## src/rtl/fig_04a_block_075_prefix_regsel.sv

```systemverilog
// fig_04a_block_075_prefix_regsel: SuperFX prefix decode, exec register latch and writeback sequencing
module fig_04a_block_075_prefix_regsel #(
  parameter int DATA_WIDTH = 16
) (
  input  logic                  clk,
  input  logic                  reset,
  input  logic                  op_valid,
  input  logic [7:0]            opcode,
  input  logic                  wb_valid,
  input  logic [DATA_WIDTH-1:0] wb_data,
  output logic [3:0]            sreg,
  output logic [3:0]            dreg,
  output logic                  bflag,
  output logic                  alt1,
  output logic                  alt2,
  output logic [3:0]            exec_sreg,
  output logic [3:0]            exec_dreg,
  output logic [1:0]            exec_alt,
  output logic                  exec_move,
  output logic                  exec_strobe,
  output logic [DATA_WIDTH-1:0] z,
  output logic [3:0]            zsel,
  output logic                  z_we,
  output logic                  pc_wr
);
  logic [3:0] hi, n;
  logic [3:0] sreg_q, sreg_d, dreg_q, dreg_d, exec_sreg_q, exec_sreg_d, exec_dreg_q, exec_dreg_d;
  logic [3:0] zsel_q, zsel_d;
  logic [1:0] alt_q, alt_d, exec_alt_q, exec_alt_d;
  logic bflag_q, bflag_d, exec_move_q, exec_move_d, exec_strobe_q, exec_strobe_d;
  logic z_we_q, z_we_d, pc_wr_q, pc_wr_d;
  logic [DATA_WIDTH-1:0] z_q, z_d;
  assign hi = opcode[7:4];
  assign n  = opcode[3:0];
  always_comb begin
    sreg_d        = sreg_q;
    dreg_d        = dreg_q;
    bflag_d       = bflag_q;
    alt_d         = alt_q;
    exec_sreg_d   = exec_sreg_q;
    exec_dreg_d   = exec_dreg_q;
    exec_alt_d    = exec_alt_q;
    exec_move_d   = exec_move_q;
    exec_strobe_d = 1'b0;
    // writeback retires the instruction already latched, so it reads the pre-update exec_dreg
    z_we_d        = wb_valid;
    pc_wr_d       = wb_valid && exec_dreg_q == 4'hf;
    z_d           = wb_valid ? wb_data : z_q;
    zsel_d        = wb_valid ? exec_dreg_q : zsel_q;
    if (op_valid) begin
      if (opcode inside {8'h3d, 8'h3e, 8'h3f}) alt_d = opcode[1:0];
      else if (hi == 4'h2) begin
        sreg_d  = n;
        dreg_d  = n;
        bflag_d = 1'b1;
      end
      else if (hi == 4'h1 && !bflag_q) dreg_d = n;
      else if (hi == 4'hb && !bflag_q) sreg_d = n;
      else begin
        // 0x1n / 0xBn reaching here always carry the B flag: MOVE / MOVES
        exec_sreg_d   = hi == 4'hb ? n : sreg_q;
        exec_dreg_d   = hi == 4'h1 ? n : dreg_q;
        exec_move_d   = hi == 4'h1 || hi == 4'hb;
        exec_alt_d    = alt_q;
        exec_strobe_d = 1'b1;
        sreg_d        = 4'h0;
        dreg_d        = 4'h0;
        bflag_d       = 1'b0;
        alt_d         = 2'b00;
      end
    end
  end
  always_ff @(posedge clk) begin
    if (reset) begin
      sreg_q        <= '0;
      dreg_q        <= '0;
      bflag_q       <= 1'b0;
      alt_q         <= '0;
      exec_sreg_q   <= '0;
      exec_dreg_q   <= '0;
      exec_alt_q    <= '0;
      exec_move_q   <= 1'b0;
      exec_strobe_q <= 1'b0;
      z_q           <= '0;
      zsel_q        <= '0;
      z_we_q        <= 1'b0;
      pc_wr_q       <= 1'b0;
    end else begin
      sreg_q        <= sreg_d;
      dreg_q        <= dreg_d;
      bflag_q       <= bflag_d;
      alt_q         <= alt_d;
      exec_sreg_q   <= exec_sreg_d;
      exec_dreg_q   <= exec_dreg_d;
      exec_alt_q    <= exec_alt_d;
      exec_move_q   <= exec_move_d;
      exec_strobe_q <= exec_strobe_d;
      z_q           <= z_d;
      zsel_q        <= zsel_d;
      z_we_q        <= z_we_d;
      pc_wr_q       <= pc_wr_d;
    end
  end
  assign sreg        = sreg_q;
  assign dreg        = dreg_q;
  assign bflag       = bflag_q;
  assign alt1        = alt_q[0];
  assign alt2        = alt_q[1];
  assign exec_sreg   = exec_sreg_q;
  assign exec_dreg   = exec_dreg_q;
  assign exec_alt    = exec_alt_q;
  assign exec_move   = exec_move_q;
  assign exec_strobe = exec_strobe_q;
  assign z           = z_q;
  assign zsel        = zsel_q;
  assign z_we        = z_we_q;
  assign pc_wr       = pc_wr_q;
endmodule

```

## config.mk

```make
export PLATFORM = sky130hd
export DESIGN_NAME = fig_04a_block_075_prefix_regsel
export DESIGN_NICKNAME = d
export VERILOG_FILES = /design/src/rtl/fig_04a_block_075_prefix_regsel.sv
export SDC_FILE = /design/constraint.sdc
export NUM_CORES = 1
export LEC_CHECK = 0
export ABC_AREA = 1
export CORE_ASPECT_RATIO = 0.5
export CORE_MARGIN = 2
export CORE_UTILIZATION = 35
export CTS_BUF_LIST = sky130_fd_sc_hd__clkbuf_8
export CTS_CLUSTER_DIAMETER = 50
export DETAILED_ROUTE_END_ITERATION = 10
export PLACE_DENSITY_LB_ADDON = 0.3
export SKIP_CTS_REPAIR_TIMING = 1
export SYNTH_ARGS = -nofsm -noshare
export SYNTH_HDL_FRONTEND = slang
export SYNTH_SLANG_ARGS = --single-unit
```

## constraint.sdc

```tcl
create_clock -name clk -period 2.1 [get_ports clk]
set_clock_uncertainty 0.05 [all_clocks]
set_input_delay 0.21 -clock clk [delete_from_list [all_inputs] [get_ports clk]]
set_output_delay 0.21 -clock clk [all_outputs]
set_load 0.005 [all_outputs]
```

Word level (Yosys, flattened, before mapping)
Index checks and enable logic that the tools add are counted.

Register bits: 45. Latch bits: 0. Bits in writable memories: 0. Memory bits (read-only): 0. Input bits: 28. Output and inout port bits: 45. Logic and storage cells: 59. Memories: 0.

Add/sub/neg operators: 0. Multiply operators: 0. Div/mod/pow operators: 0. Magnitude comparators: 0. Eq/ne operators: 13. Shifts and indexed selects: 0. Mux-type cells: 16. Bitwise operators: 5. Reductions and logical operators: 12.

Operators by type and width (number): 2-to-1 mux 4 bit (8); == test 8 x 6 -> 1 bit, second input constant (3); != test 2 bit, second input constant (5); == test 4 bit, second input constant (2); 2-to-1 mux 2 bit (4); AND reduction 4 bit (2); AND reduction 3 bit (2); NOT 1 bit (5); AND reduction 5 bit (1); OR reduction 5 bit (1); == test 4 x 1 -> 1 bit, second input constant (1); == test 4 x 2 -> 1 bit, second input constant (1); 2-to-1 mux 1 bit (4); logical AND 1 bit (3); != test 3 bit, second input constant (1); nonzero test 3 bit (1); logical NOT 1 bit (1); logical OR 1 bit (1).

Longest topological paths before layout
Word-level depth: 6. Mapped depth: 9. Gate-level depth less buffers: 9.

Worst setup path before layout
No wires, ideal clock.

Kind: register to register. Start: register bflag_q (netlist: bflag). End: register alt_q[0]. Library setup time: 0.116 ns. Data arrival time: 0.969 ns. Required time: 1.934 ns. Slack: 0.966 ns. Cell stages (with the launch flop): 8. Path buffers: 0. Period minus slack after synthesis: 1.134 ns. Cell sequence: dfxtp_1 > inv_1 > nand3_1 > nand2_2 > nor2_1 > inv_1 > nor2_1 > nor2_1.

Word-level cells in the longest chain between the ends: 4. Elaborated cells on any way between the ends: 6. Classes of those cells: eq/ne (2); reduce/logical (4).

RTL lines: start, declared (line 30) `logic bflag_q, bflag_d, exec_move_q, exec_move_d, exec_strobe_q, exec_strobe_d;`; start signal, assigned (line 91) `bflag_q <= bflag_d;`; logical NOT 1 bit * (line 57, 58); logical AND 1 bit, on equally long branches (line 58, 57); != test 2 bit (no line); AND reduction 4 bit (no line) *; end signal, assigned (line 92) `alt_q <= alt_d;`; end, declared (line 29) `logic [1:0] alt_q, alt_d, exec_alt_q, exec_alt_d;`.

Mark *: on every way between the ends. The rest lies on a longest branch, timed or not. A chain may end at the register's enable or synchronous reset.

Worst setup path in the final report
Start: input opcode[6]. End: register exec_dreg_q[3] (netlist: exec_dreg[3]).

Word-level cells in the longest chain between the ends: 4. Elaborated cells on any way between the ends: 15. Classes of those cells: eq/ne (6); mux (1); bitwise (4); reduce/logical (4).

RTL lines: start, declared (line 8) `input logic [7:0] opcode,`; == test 8 x 6 -> 1 bit (tied with other cells) (line 51) `if (opcode inside {8'h3d, 8'h3e, 8'h3f}) alt_d = opcode[1:0];`; nonzero test 3 bit (tied with other cells) (line 51); NOT 1 bit (no line); AND reduction 5 bit (no line); end signal, assigned (line 94) `exec_dreg_q <= exec_dreg_d;`; end, declared (line 27) `logic [3:0] sreg_q, sreg_d, dreg_q, dreg_d, exec_sreg_q, exec_sreg_d, exec_dreg_q, exec_dreg_d;`.

Parallel ways exist; a longest one is shown, timed or not.

==> results by stage <==
Hold path:
- The path class of the lowest-slack min-delay path is reg2reg.

Die:
- The die footprint is 0.006589 mm2.
- The number of placed I/O pins is 73.
- The floorplan has 19 rows.
- The core region is 0.005587 mm2.
- The initial utilization of the core area, before any placement, comes to 37.09%.
- The horizontal die dimension is 112.8 um.
- The die height is 58.41 um.

Routing:
- After detailed routing, the number of remaining DRC violations is 0.
- The iteration count of the initial detailed-routing pass is 4.
- After the first detailed-routing iteration, the DRC count stood at 146.
- After detailed routing, the average wire length per cell comes to 12.08 um.
- The post-route antenna net violation count is 0.
- The post-detailed-routing wire length is 5.196 mm.
- Summing over every cut layer, the via total after detailed routing is 1986.
- The number of vias per cell after detailed routing is 4.619.

Critical path:
- The arrival time reported for the critical path endpoint is 1.72 ns.
- For the worst setup path, the data required time is 2.25 ns.
- The type of destination of the critical path is a flip-flop.
- The start-to-end type of the worst setup path is in2reg.
- STA classifies the critical path startpoint as an input port.
- Walking the worst path, the cells encountered are clkdlybuf4s50_1 > nor2_4 > nand2_2 > nand2_4 > nor2_4 > nand4_2 > nand2_1 > inv_1.
- The top cell family by delay on the critical path is simple AND/OR/NAND/NOR gates.
- The cell type of the slowest stage on the worst timing path is clkdlybuf4s50_1.
- Along the worst path, the maximum fanout reaches 12.
- Counting both buffers and inverters, the worst setup path holds a total of 2.
- The biggest cell delay along the critical path is 0.59 ns.
- By instance count, the cell type seen most on the critical path is nor2_4.

Clock tree:
- The clock passes through at most 2 buffers.
- CTS placed an instance of clkbuf_8 at the clock tree root.
- The clock tree from TritonCTS is built.
- The clock reaches the later pin of the worst-skew pair after 0.29 ns.
- After clock tree synthesis, the clock-pin slew on the worst setup and hold paths is 0.08 ns.
- In this run the number of H-tree levels came out at 2.
- Clock tree synthesis found a total of 45 sinks.
- Clock tree synthesis inserted a total of 5 buffers.

Synthesis:
- After synthesis, the netlist uses 23 different library cells.
- The net count of the mapped netlist is 309.
- After synthesis, the largest area contributor takes up 43.48% of total cell area.
- Summed over all instances, the cell type with the most area after synthesis is dfxtp_1.
- The synthesized design contains 45 register bits.
- After synthesis, flip-flops and latches occupy 43.48% of the total area.
- The cell area after synthesis is 0.002072 mm2.
- During synthesis, Yosys emitted a total of 0 warnings.
- Ranked by total cell area, the synthesized netlist is headed by dfxtp_1 (43%), nor2_1 (13%), nand2_1 (7.8%), o21ai_0 (6.0%), nand3_1 (4.8%).
- The synthesized instance count is 281.
- After synthesis, the mean cell area works out to 7.374 um2.

Job:
- The tool flagged a number of max-cap violations equal to 0.

Global routing:
- The first global-routing pass estimated 8.542 mm of wire.
- The maximum number of pins on one net before global-route repair is 22.
- The total congestion overflow is 0.
- Global routing used 4.634% of the available met3 tracks.
- For met2 alone, demand over resource in global routing was 27.12%.
- The via count of the first global-routing pass came to 1911.
- For met1 alone, demand over resource in global routing was 19.92%.
- In the global route stage, overall resource usage came out at 16.02%.
- The number of antenna violations at the first check in global routing is 0.
- The most heavily used metal layer in global routing is met2.

Run status:
- The flow ran to the end, and the final reports show no timing, DRC or antenna violations.

Timing:
- The max-slew violation total from the final report came to 0.
- Setup repair after global routing left no endpoint under its margin.
- For the pin with the worst max-slew slack, the measured transition is 0.6013 ns.
- The period utilization is 74.97%.
- The number of failing hold endpoints at the final stage came to 0.
- The number of failing setup endpoints in the final timing report is 0.
- The clock period minus final worst setup slack is 1.574 ns.
- The worst pin sits at a relative slew slack of 59.87%.
- The summed negative setup slack over all endpoints is 0 ns.
- The peak clock frequency supported by timing is 0.6352 GHz.

Pwr:
- The largest vdd supply drop is 281.0 uV.
- The power density of the placed cells is 662.9 mW/mm2.
- The leakage component of the power is 1.314 nW.
- Overall power consumption after layout is estimated at 0.001971 W.

Placed design:
- The number of buffers added on ports is 72.
- The cell area after placement is 0.002856 mm2.
- Routability-driven placement finished with a final weighted congestion of 0.9672.
- Including well taps, the total number of placed cells is 422.
- The placed wire-length estimate after detailed placement is 3.907 mm.

Cells and area:
- Relative to the synthesized area, the layout overhead comes to 43.48%.
- The finished layout holds 430 standard cells, fillers aside.
- The repair_antennas step left the layout with diodes totalling 0.
- The number of nets in the finished design is 384.
- In the final layout, the share of cells above drive strength 1 is 11.76%.
- After routing the design area is 0.002973 mm2.
- Fill cells in the final layout number 563.
-- state kept, by name, indices dropped and copies added, names as in the netlist, 2 cells and up --
name / cells
z: 16
dreg: 4
exec_dreg: 4
exec_sreg: 4
sreg: 4
zsel: 4
alt_q: 2
exec_alt: 2
-- through the flow --
stage               util, %  worst slack [ns]  hold slack, ns
floorplan                 -            0.9656          0.2949
global placement      51.13            0.2767          0.4032
detailed placement    51.13            0.2218          0.4061
CTS                   53.21            0.5287          0.4187
global route          53.21            0.3806          0.4413
finish                53.21            0.5256          0.4150
-- placed cells by master (no fill, tap or decap) --
| cell type | n |
|---|---|
| a21oi_1 | 10 |
| bufinv_16 | 1 |
| nand2_4 | 6 |
| clkdlybuf4s50_1 | 72 |
| clkinv_1 | 1 |
| clkinv_2 | 1 |
| nand4_2 | 1 |
| o21ai_0 | 25 |
| nor2_2 | 2 |
| nand2_1 | 43 |
| nand3b_1 | 1 |
| clkbuf_8 | 6 |
| nand3_2 | 8 |
| nor2_8 | 1 |
| buf_4 | 6 |
| inv_1 | 24 |
| nand3_1 | 20 |
| dfxtp_1 | 45 |
| nor2_1 | 73 |
| nand2_2 | 5 |
| nor2_4 | 5 |
| nor3_1 | 1 |
-- cell families (layout without fill, tap and decap cells) --
logic type,after synthesis,after routing,share of synthesized area [%]
AND/OR/NAND/NOR,166,166,39.98
flip-flops,45,45,43.48
AO/OA/AOI/OAI,35,35,8.454
buffers and inverters,35,111,8.091
-- synth_stat cells --
library cell,number
nand2_1,43
nor2_4,5
nor2_1,73
clkinv_1,1
clkbuf_1,6
nand3_2,8
nand2_4,6
clkbuf_8,1
clkinv_2,1
buf_12,1
nand3b_1,1
nor2_2,2
nand4_2,1
nand3_1,20
a21oi_1,10
buf_2,1
buf_6,1
nor3_1,1
nor2_8,1
o21ai_0,25
nand2_2,5
inv_1,23
dfxtp_1,45
-- worst paths after layout --
kind / from / endpoint / slack [ns] / depth (start not counted)
setup / recovery: opcode[6] / exec_dreg[3]$_SDFFE_PP0P_ / 0.53 / 8
hold / removal: zsel[0]$_SDFFE_PP0P_ / zsel[0]$_SDFFE_PP0P_ / 0.42 / 2
setup reg to reg: bflag$_SDFFE_PP0P_ / sreg[1]$_SDFFE_PP0P_ / 0.77 / 6
hold reg to reg: zsel[0]$_SDFFE_PP0P_ / zsel[0]$_SDFFE_PP0P_ / 0.42 / 2
-- power breakdown --
group          leakage, nW  total (W)  internal, W  switching, W
combinational        0.881   0.000369     0.000195      0.000174
clock               0.0626   0.000667     0.000383      0.000284
sequential           0.371   0.000934     0.000905     0.0000291
-- final cells by class --
cell class | instances | area (um2) | share of cell area [%]
clock buffers | 6 | 82.58 | 2.778
repair buffers | 78 | 765.7 | 25.76
inverters | 25 | 95.09 | 3.199
clock inverters | 2 | 33.78 | 1.136
multi-input cells | 201 | 1003 | 33.75
flip-flops and latches | 45 | 900.9 | 30.30
well taps | 73 | 91.34 | 3.072
-- worst reg2reg max path: stages (launching register included) --
cell and delay [ns]:
dfxtp_1 0.36, inv_1 0.10, nand3_1 0.18, nand2_1 0.08
nor2_1 0.26, o21ai_0 0.14, nor2_1 0.10
-- routing by layer --
| layer | routed length, um | up-vias |
|---|---|---|
| li1 | - | 1032 |
| met1 | 2439 | 880 |
| met2 | 2290 | 65 |
| met3 | 404 | 9 |
| met4 | 61 | 0 |
| met5 | 0 | - |
Power figures use the tool's default switching activity.
==> RTL change (same settings) <==
Add an input register stage for `op_valid`, `opcode`, `wb_valid` and `wb_data`, without a reset; this delays them by one clock.
--- a/src/rtl/fig_04a_block_075_prefix_regsel.sv
+++ b/src/rtl/fig_04a_block_075_prefix_regsel.sv
@@ -23,6 +23,19 @@
   output logic                  z_we,
   output logic                  pc_wr
 );
+
+  logic op_valid_q;
+  logic [7:0] opcode_q;
+  logic wb_valid_q;
+  logic [DATA_WIDTH-1:0] wb_data_q;
+
+  always_ff @(posedge clk) begin
+    op_valid_q <= op_valid;
+    opcode_q   <= opcode;
+    wb_valid_q <= wb_valid;
+    wb_data_q  <= wb_data;
+  end
+
   logic [3:0] hi, n;
   logic [3:0] sreg_q, sreg_d, dreg_q, dreg_d, exec_sreg_q, exec_sreg_d, exec_dreg_q, exec_dreg_d;
   logic [3:0] zsel_q, zsel_d;
@@ -30,8 +43,8 @@
   logic bflag_q, bflag_d, exec_move_q, exec_move_d, exec_strobe_q, exec_strobe_d;
   logic z_we_q, z_we_d, pc_wr_q, pc_wr_d;
   logic [DATA_WIDTH-1:0] z_q, z_d;
-  assign hi = opcode[7:4];
-  assign n  = opcode[3:0];
+  assign hi = opcode_q[7:4];
+  assign n  = opcode_q[3:0];
   always_comb begin
     sreg_d        = sreg_q;
     dreg_d        = dreg_q;
@@ -43,12 +56,12 @@
     exec_move_d   = exec_move_q;
     exec_strobe_d = 1'b0;
     // writeback retires the instruction already latched, so it reads the pre-update exec_dreg
-    z_we_d        = wb_valid;
-    pc_wr_d       = wb_valid && exec_dreg_q == 4'hf;
-    z_d           = wb_valid ? wb_data : z_q;
-    zsel_d        = wb_valid ? exec_dreg_q : zsel_q;
-    if (op_valid) begin
-      if (opcode inside {8'h3d, 8'h3e, 8'h3f}) alt_d = opcode[1:0];
+    z_we_d        = wb_valid_q;
+    pc_wr_d       = wb_valid_q && exec_dreg_q == 4'hf;
+    z_d           = wb_valid_q ? wb_data_q : z_q;
+    zsel_d        = wb_valid_q ? exec_dreg_q : zsel_q;
+    if (op_valid_q) begin
+      if (opcode_q inside {8'h3d, 8'h3e, 8'h3f}) alt_d = opcode_q[1:0];
       else if (hi == 4'h2) begin
         sreg_d  = n;
         dreg_d  = n;
Check against the original RTL: not equivalent (a bounded check fails within 4 cycles, from zero or initial values and one cycle with reset high).
==> RTL change against the unedited design <==
  * Sequential cell count is 26 higher
  * Fmax grew 3.1%
  * Hold slack got worse by 0.15 ns
  * First-iteration DRC count is 30% higher
  * Setup slack gained 0.047 ns
  * Cell area increased by 17%
  * Power grew 38%
  * Clock power grew 36%
  * Synthesized area up 21%
  * Wire length up 9.8%
  * Global-route usage shrank 0.41 points
  * Register-to-register slack lost 0.20 ns
  * Largest power group unchanged
  * Highest routed layer unchanged
==> RTL change: results (changes against the unedited design) <==
* Status: complete, no violations (unchanged)
* R2r startpoint: opcode_q[4]$_DFF_P_ (was bflag$_SDFFE_PP0P_)
* Max-slew headroom at 42.3% (was 59.9%)
* Vias per cell at 4.37 (was 4.62)
* CP max stage cell: dfxtp_1 (was clkdlybuf4s50_1)
* Initial antenna violation count at 0 (unchanged)
* Worst EP arrival at 1.71 ns
* Root Driver: clkbuf_8 (unchanged)
* Hold WC Path Type: in -> reg (was reg -> reg)
* Synth Area in Adders at 0% (unchanged)
* Warnings from Yosys at 0 (unchanged)
* CP peak stage delay at 0.34 ns (was 0.59 ns)
* XOR/XNOR Fraction of Synth Area at 0% (unchanged)
* Sum Neg Setup Slack at 0 ns (unchanged)
* Synth top cells by count: dfxtp_1, nor2_1, nand2_1 (was nor2_1, dfxtp_1, nand2_1)
* Worst R2R Path Depth at 9 (was 6)
* DRT Pass-1 Iters at 4 (unchanged)
* Syn nets at 339 (was 309)
* Mux cell area share after synthesis at 0% (unchanged)
* Clock Latency Late Sink at 0.34 ns (was 0.29 ns)
* Syn avg cell area at 8.05 um^2 (was 7.37 um^2)
* Ys flop type: dfxtp_1 (unchanged)
* Post-DP HPWL at 4.27 mm (was 3.91 mm)
* Setup crit end: exec_dreg[3]$_SDFFE_PP0P_ (unchanged)
* Complex-gate fraction of the synthesized area at 6.60% (was 8.45%)
* Vias in the first global route at 1815 (was 1911)
* Post-synthesis sequential area ratio at 56.8% (was 43.5%)
* H-Tree Depth at 3 (was 2)
* Worst-path clk slew at 0.07 ns
* Synth top area cells: dfxtp_1, nor2_1, nand2_1 (unchanged)
* DR iter-0 viols at 190 (was 146)
* R2R setup slack at 0.57 ns (was 0.77 ns)
* Async set-reset flop share out of synthesis at 0% (unchanged)
* Largest net degree at the start of global routing at 35 (was 22)
* Gr usage total at 15.6% (was 16.0%)
* Peak VDD IR at 366 uV (was 281 uV)
* Remaining global-route overflow at 0 (unchanged)
* Final WL at 5.71 mm (was 5.20 mm)
* Final nets at 414 (was 384)
* N_diodes at 0 (unchanged)
* Synth cell types at 19 (was 23)
* First-pass GRT wire length at 9.20 mm (was 8.54 mm)
* Final GP Congestion at 0.880 (was 0.967)
* Worst Path Max Fanout at 14 (was 12)
* Port-buffer cells at 72 (unchanged)
* CTS Buf Count at 9 (was 5)
* Pleak at 1.51 nW (was 1.31 nW)
* CP Class: reg -> reg (was in -> reg)
* Layout cell share with drive strength beyond 1 at 8.48% (was 11.8%)
* Bufs on Longest Clock Path at 2 (unchanged)
* Hold path start: wb_data[6] (was zsel[0]$_SDFFE_PP0P_)
RTL change: where the power goes:
part / internal, mW / switching (mW) / total [mW]
Sequential: 1.42 / 0.0484 / 1.47
Clock: 0.469 / 0.437 / 0.906
Combinational: 0.181 / 0.150 / 0.331
Total: 2.08 / 0.635 / 2.71
RTL change: worst max-delay path: cells and delay by family (launching register included):
kind / cells / cell delay (ns)
buf+inv: 2 / 0.09
flops: 1 / 0.34
simple gates: 7 / 0.94
RTL change: kinds of logic (layout without fill, tap and decap cells):
kind of cell	Yosys count	count (layout)
simple gates	169	169
flops	71	71
buf+inv	38	116
compound gates	33	33
RTL change: area by class of cell:
cell class / count / area, um^2
fillers: 673 / 3340
flip-flops and latches: 71 / 1420
multi-input cells: 202 / 923
repair buffers: 74 / 736
clock buffers: 11 / 151
well taps: 92 / 115
inverters: 28 / 105
clock inverters: 3 / 12.5
RTL change: layer usage:
metal	global-route usage [%]	wire length, um
met5	0	0
met4	4.69	36
met1	22.0	2890
met2	21.4	2500
met3	6.79	281
RTL change: how the worst min path moves through the flow:
stage                                 end  slack [ns]  depth (start not counted)
floorplan              op_valid_q$_DFF_P_        0.19                          0
global placement        z[0]$_SDFFE_PP0P_        0.39                          2
detailed placement      z[3]$_SDFFE_PP0P_        0.40                          2
CTS                  wb_data_q[0]$_DFF_P_        0.24                          1
global route        wb_data_q[11]$_DFF_P_        0.23                          1
finish               wb_data_q[6]$_DFF_P_        0.26                          1
RTL change: metrics by stage:
stage	hold WS, ns	util (%)	cell area, um^2	setup slack (ns)	std cells
floorplan	0.188	-	2500	0.834	311
global placement	0.385	48.5	3300	0.379	467
detailed placement	0.395	48.5	3300	0.293	467
CTS	0.239	50.9	3460	0.542	481
global route	0.228	50.9	3460	0.421	481
finish	0.263	50.9	3460	0.572	481
